===== src/rtl/lcd_sequencer.sv =====
// Command scheduler for the LCD character core: request FIFO, automatic power-on init, cursor tracking.
// Optional line auto-wrap is enabled by defining LCD_SEQ_AUTOWRAP_EN.
module lcd_sequencer #(
    parameter logic [15:0] CORE_ADDR  = 16'h0016,
    parameter int unsigned FIFO_DEPTH = 8,
    parameter int unsigned LINE_LEN   = 16
) (
    input  logic        clk,
    input  logic        Reset,
    input  logic        wr_en,
    input  logic [2:0]  wr_cmd,
    input  logic [7:0]  wr_data,
    output logic        full,
    output logic        empty,
    output logic        ovf,
    output logic        busy,
    output logic        init_done,
    output logic [4:0]  col,
    output logic        line,
    output logic        lcd_en,
    output logic [15:0] lcd_addr,
    output logic [15:0] lcd_data,
    output logic [2:0]  lcd_cmd,
    input  logic        lcd_done
);

    localparam int unsigned PTR_W    = (FIFO_DEPTH > 1) ? $clog2(FIFO_DEPTH) : 1;
    localparam logic [4:0]  LINE_END = 5'(LINE_LEN);

    localparam logic [2:0] CMD_INIT  = 3'd1;
    localparam logic [2:0] CMD_SEND  = 3'd2;
    localparam logic [2:0] CMD_LINE2 = 3'd3;
    localparam logic [2:0] CMD_HOME  = 3'd4;
    localparam logic [2:0] CMD_CLEAR = 3'd6;

    typedef struct packed {
        logic [2:0] cmd;
        logic [7:0] data;
    } req_t;

    typedef enum logic [2:0] {
        S_INIT_ISSUE = 3'd0,
        S_INIT_WAIT  = 3'd1,
        S_IDLE       = 3'd2,
        S_ISSUE      = 3'd3,
        S_WAIT       = 3'd4,
        S_GAP        = 3'd5,
        S_WRAP_CHK   = 3'd6
    } state_t;

    state_t         state_q, state_d;
    logic           gap_cnt_q, gap_cnt_d;

    req_t           fifo_mem [FIFO_DEPTH];
    logic [PTR_W:0] wptr_q, wptr_d;
    logic [PTR_W:0] rptr_q, rptr_d;
    logic           full_q, full_d;
    logic           empty_q, empty_d;
    logic           ovf_q, ovf_d;
    logic           push_c;
    logic           pop_c;
    req_t           head_c;
    logic           head_valid_c;

    logic           busy_q, busy_d;
    logic           init_done_q, init_done_d;
    logic [4:0]     col_q, col_d;
    logic           line_q, line_d;
    logic           wrap_pend_q, wrap_pend_d;
    logic           lcd_en_q, lcd_en_d;
    logic [15:0]    lcd_addr_q, lcd_addr_d;
    logic [15:0]    lcd_data_q, lcd_data_d;
    logic [2:0]     lcd_cmd_q, lcd_cmd_d;

    // FIFO bookkeeping; a push while full is dropped regardless of a same-cycle pop
    assign push_c       = wr_en && !full_q;
    assign head_c       = fifo_mem[rptr_q[PTR_W-1:0]];
    assign head_valid_c = (head_c.cmd != 3'd0) && (head_c.cmd != 3'd7);
    assign wptr_d       = wptr_q + {{PTR_W{1'b0}}, push_c};
    assign rptr_d       = rptr_q + {{PTR_W{1'b0}}, pop_c};
    assign full_d       = (wptr_d[PTR_W] != rptr_d[PTR_W]) &&
                          (wptr_d[PTR_W-1:0] == rptr_d[PTR_W-1:0]);
    assign empty_d      = (wptr_d == rptr_d);
    assign ovf_d        = ovf_q || (wr_en && full_q);

    always_ff @(posedge clk) begin
        if (push_c) begin
            fifo_mem[wptr_q[PTR_W-1:0]] <= {wr_cmd, wr_data};
        end
    end

    // State register
    always_ff @(posedge clk or negedge Reset) begin
        if (!Reset) begin
            state_q   <= S_INIT_ISSUE;
            gap_cnt_q <= 1'b0;
        end else begin
            state_q   <= state_d;
            gap_cnt_q <= gap_cnt_d;
        end
    end

    // Next-state logic; the FIFO is popped only from IDLE once init has completed
    always_comb begin
        state_d   = state_q;
        gap_cnt_d = gap_cnt_q;
        pop_c     = 1'b0;
        case (state_q)
            S_INIT_ISSUE: state_d = S_INIT_WAIT;
            S_INIT_WAIT: begin
                if (lcd_done) begin
                    state_d   = S_GAP;
                    gap_cnt_d = 1'b0;
                end
            end
            S_IDLE: begin
                if (!empty_q && init_done_q) begin
                    pop_c = 1'b1;
                    if (head_valid_c) begin
                        state_d = S_ISSUE;
                    end
                end
            end
            S_ISSUE: state_d = S_WAIT;
            S_WAIT: begin
                if (lcd_done) begin
                    state_d   = S_GAP;
                    gap_cnt_d = 1'b0;
                end
            end
            S_GAP: begin
                if (gap_cnt_q) begin
                    state_d   = S_WRAP_CHK;
                    gap_cnt_d = 1'b0;
                end else begin
                    gap_cnt_d = 1'b1;
                end
            end
            S_WRAP_CHK: state_d = wrap_pend_q ? S_ISSUE : S_IDLE;
            default:    state_d = S_INIT_ISSUE;
        endcase
    end

    // Output / datapath next values, registered below
    always_comb begin
        lcd_en_d    = lcd_en_q;
        lcd_addr_d  = lcd_addr_q;
        lcd_data_d  = lcd_data_q;
        lcd_cmd_d   = lcd_cmd_q;
        init_done_d = init_done_q;
        col_d       = col_q;
        line_d      = line_q;
        wrap_pend_d = wrap_pend_q;
        busy_d      = (state_d != S_IDLE);
        case (state_q)
            S_INIT_ISSUE: begin
                lcd_en_d   = 1'b1;
                lcd_addr_d = CORE_ADDR;
                lcd_cmd_d  = CMD_INIT;
                lcd_data_d = 16'h0000;
            end
            S_INIT_WAIT: begin
                if (lcd_done) begin
                    lcd_en_d    = 1'b0;
                    lcd_addr_d  = 16'h0000;
                    init_done_d = 1'b1;
                    col_d       = 5'd0;
                    line_d      = 1'b0;
                end
            end
            S_IDLE: begin
                if (pop_c && head_valid_c) begin
                    lcd_cmd_d  = head_c.cmd;
                    lcd_data_d = {8'h00, head_c.data};
                end
            end
            S_ISSUE: begin
                lcd_en_d   = 1'b1;
                lcd_addr_d = CORE_ADDR;
            end
            S_WAIT: begin
                if (lcd_done) begin
                    lcd_en_d   = 1'b0;
                    lcd_addr_d = 16'h0000;
                    case (lcd_cmd_q)
                        CMD_SEND: begin
                            col_d = (col_q >= LINE_END) ? LINE_END : col_q + 5'd1;
`ifdef LCD_SEQ_AUTOWRAP_EN
                            if (col_q + 5'd1 == LINE_END) begin
                                wrap_pend_d = 1'b1;
                            end
`endif
                        end
                        CMD_LINE2: begin
                            line_d = 1'b1;
                            col_d  = 5'd0;
                        end
                        CMD_INIT, CMD_HOME, CMD_CLEAR: begin
                            line_d = 1'b0;
                            col_d  = 5'd0;
                        end
                        default: ;
                    endcase
                end
            end
            S_WRAP_CHK: begin
                if (wrap_pend_q) begin
                    wrap_pend_d = 1'b0;
                    lcd_cmd_d   = line_q ? CMD_HOME : CMD_LINE2;
                    lcd_data_d  = 16'h0000;
                end
            end
            default: ;
        endcase
    end

    // Registered outputs, FIFO pointers and cursor
    always_ff @(posedge clk or negedge Reset) begin
        if (!Reset) begin
            wptr_q      <= '0;
            rptr_q      <= '0;
            full_q      <= 1'b0;
            empty_q     <= 1'b1;
            ovf_q       <= 1'b0;
            busy_q      <= 1'b1;
            init_done_q <= 1'b0;
            col_q       <= 5'd0;
            line_q      <= 1'b0;
            wrap_pend_q <= 1'b0;
            lcd_en_q    <= 1'b0;
            lcd_addr_q  <= 16'h0000;
            lcd_data_q  <= 16'h0000;
            lcd_cmd_q   <= 3'd0;
        end else begin
            wptr_q      <= wptr_d;
            rptr_q      <= rptr_d;
            full_q      <= full_d;
            empty_q     <= empty_d;
            ovf_q       <= ovf_d;
            busy_q      <= busy_d;
            init_done_q <= init_done_d;
            col_q       <= col_d;
            line_q      <= line_d;
            wrap_pend_q <= wrap_pend_d;
            lcd_en_q    <= lcd_en_d;
            lcd_addr_q  <= lcd_addr_d;
            lcd_data_q  <= lcd_data_d;
            lcd_cmd_q   <= lcd_cmd_d;
        end
    end

    assign full      = full_q;
    assign empty     = empty_q;
    assign ovf       = ovf_q;
    assign busy      = busy_q;
    assign init_done = init_done_q;
    assign col       = col_q;
    assign line      = line_q;
    assign lcd_en    = lcd_en_q;
    assign lcd_addr  = lcd_addr_q;
    assign lcd_data  = lcd_data_q;
    assign lcd_cmd   = lcd_cmd_q;

endmodule


===== config.mk =====
export PLATFORM = sky130hd
export DESIGN_NAME = lcd_sequencer
export DESIGN_NICKNAME = d
export VERILOG_FILES = /design/src/rtl/lcd_sequencer.sv
export SDC_FILE = /design/constraint.sdc
export NUM_CORES = 1
export LEC_CHECK = 0
export BUFFER_PORTS_ARGS = -buffer_cell sky130_fd_sc_hd__buf_4
export CAP_MARGIN = 20
export CORE_MARGIN = 2
export CORE_UTILIZATION = 60
export CTS_CLUSTER_DIAMETER = 200
export DETAILED_ROUTE_END_ITERATION = 10
export PLACE_DENSITY = 0.94
export SETUP_SLACK_MARGIN = 0.5
export SYNTH_ARGS = -nofsm -noshare
export SYNTH_HDL_FRONTEND = slang
export SYNTH_SLANG_ARGS = --single-unit
export TNS_END_PERCENT = 10

===== constraint.sdc =====
create_clock -name clk -period 5.9 [get_ports clk]
set_clock_uncertainty 0.1 [all_clocks]
set_input_delay 0.295 -clock clk [delete_from_list [all_inputs] [get_ports clk]]
set_output_delay 0.295 -clock clk [all_outputs]
set_load 0.02 [all_outputs]

==> qor.yml <==
critical_path:
  critPathLaunchType: "register"
  cp_max_fo: 12
  r2r_start: "state_q[1]"
  crit_start: "state_q[1]"
  worstSetupPathType: "reg2reg"
  cp.arrival_ns: 3.33
  cp-end-kind: "register"
  required_ns: 6.26
clock_tree:
  cts_buffers: 17
  path_clk_slew_ns: 0.06
  cts.sinks: 123
  cts-htree-levels: 4
  clk_path_buf_depth: 2
  cts_root_buffer: "clkbuf_8"
  cts_tree: "yes"
  insertion_delay_ns: 0.53
  post_cts_resized: 0
logic_synthesis:
  async_reset_ff_share_pct: 28.5
  syn_area_per_cell_um2: 13.5
  synth-edff-count: 88
  ys_seq_elements: 123
  synth_cell_type_count: 40
  synth_flop_cell: "edfxtp_1"
  netlist_instances: 405
  ys_warn_count: 0
  seq_area_frac_synth_pct: 64.6
  synth_area_mm2: 0.00545
finish:
  area.growth.synth_to_final_pct: 19.6
  drive_above_1_share_pct: 26.8
  num_antenna_cells: 0
  final_cell_mix: "88 x edfxtp_1, 45 x buf_4, 35 x mux2_2"
  nets: 482
  final_common_cell: "edfxtp_1"
  num-fill-cells: 469
route:
  drt-vias-per-instance: 6.17
  vias: 3583
  drtIter0Drc: 323
  drt_wl_total_mm: 11.9
  wl_per_cell_um: 20.5
  ant_nets: 0
  post-route-drc-count: 0
  dr.pass1.iters: 5
sta:
  timing.final.crit_share_pct: 50.3
  slew_headroom_pct: 48.9
  fin_setup_tns_ns: 0
  max_freq_mhz: 337
  maxSlewViolCount: 0
  holdWs_ns: 0.156
  worstMarginPinSlew_ns: 0.763
  finalHoldViolations: 0
  finalWorstPathRequiredPeriod_ns: 2.97
  rsz0062_at_grt: "no"
  setup_violations: 0
power_and_ir_drop:
  p_leak_uw: 0.00248
  ir_drop_uv: 309
  power_density_mw_per_mm2: 509
grt:
  antenna_found_initial: 0
  grt_use_total_pct: 25.2
  grt_pass1_vias: 3484
  grt_max_degree: 37
  gr-total-overflow: 0
  grt_first_pass_wirelength_mm: 18.6
run:
  cap_violations: 0
placed_design:
  gp_congestion: 0.838
  numPortBuffers: 40
  dp.final_hpwl_mm: 7.13
die:
  pin_count: 62
  rows: 34
  start_util_pct: 62.2
  die_h_um: 99.3
  die_w_um: 99.3
  die-area_mm2: 0.00986
  core_area_mm2: 0.00876
worst_hold_path:
  hold_path.class: "in2async"
status:
  status: "finished clean"
where the power goes:
group / internal (uW) / switching (uW) / leakage (uW)
sequential: 1100 / 137 / 0.00124
combinational: 406 / 603 / 0.000944
clock: 686 / 388 / 0.000294
total: 2190 / 1130 / 0.00248
cells in the mapped netlist, types with 3 or more instances:
library cell	number	area share, %
mux4_2	5	2.1
nor2b_1	4	0.46
o22ai_1	18	2.1
o211ai_1	8	1.1
clkbuf_1	13	0.90
or3_1	3	0.34
mux2_2	35	7.2
buf_1	6	0.41
buf_4	24	3.3
nand2_1	19	1.3
nand3_1	23	2.1
a31oi_1	3	0.34
nor3_1	21	1.9
a21oi_1	21	1.9
nand2b_1	8	0.92
inv_1	11	0.76
ha_1	6	1.4
nor2_1	15	1.0
dfrtp_1	33	15
xor2_1	8	1.3
o21ai_0	7	0.64
edfxtp_1	88	48
logic make-up after synthesis:
family / share of synthesized area [%]
DFF: 64.6
adders and majority gates: 1.38
buffers and inverters: 5.88
xor gates and xnor gates: 1.61
muxes: 10.1
other: 0.0688
and+or+nand+nor: 8.93
AOI/OAI and AO/OA: 7.46
worst max-delay path: stages (launching register included):
cell     delay, ns
dfrtp_1       0.52
nor2b_1       0.29
nand3_1       0.43
inv_1         0.31
ha_1          0.23
ha_1          0.18
xor2_1        0.22
xor2_1        0.10
or3_1         0.39
nor2b_1       0.12
path summary, 6_finish.rpt:
kind / end / slack, ns / cells past startpoint
setup / recovery: empty / 2.93 / 9
hold / removal: lcd_data[4] / 0.16 / 2
setup reg to reg: empty / 2.93 / 9
hold reg to reg: ovf / 0.39 / 1
max in group asynchronous: empty / 5.19 / 2
min in group clk: ovf / 0.39 / 1
layout make-up:
type                       instances  area (um2)  area share, %
sequential                       123        3520           54.0
timing repair buffer              63         523           8.03
clock inverter                    14         198           3.03
tap                              108         135           2.07
inverter                          11        41.3          0.634
multi-input combinational        245        1680           25.8
clock buffer                      17         414           6.36
metrics by stage:
stage	cells	cell area [um2]	util [%]	total power (uW)	setup slack, ns
6_report	581	6520	74.3	3320	2.93
5_1_grt	581	6520	74.3	3440	2.71
4_1_cts	579	6500	74.1	3300	2.99
3_5_place_dp	534	5740	65.5	2200	3.03
3_3_place_gp	531	5710	65.2	2150	3.21
2_1_floorplan	425	5520	-	1970	3.60
timing repair:
action | in CTS | in global routing
hold buffers | 14 | 0
endpoints found under the setup margin | 0 | 0
setup buffers | 0 | 0
endpoints found under the hold margin | 125 | 0
metal layers:
layer	up-vias	GRT usage, %	wire [um]
met5	-	0	0
met4	0	13.2	416
met3	45	6.47	932
met2	241	40.2	5800
met1	1720	32.2	4740
li1	1577	-	-
flip-flops by register name, indices dropped and copies added (netlist names):
signal,flops
rptr_q,4
wptr_q,4
busy,1
gap_cnt_q,1
ovf,1
lcd_cmd,3
col,5
lcd_data,8
empty,1
state_q,3
fifo_mem,88
lcd_addr,1
full,1
init_done,1
line,1
No activity file was read; power rests on OpenSTA's default activity.
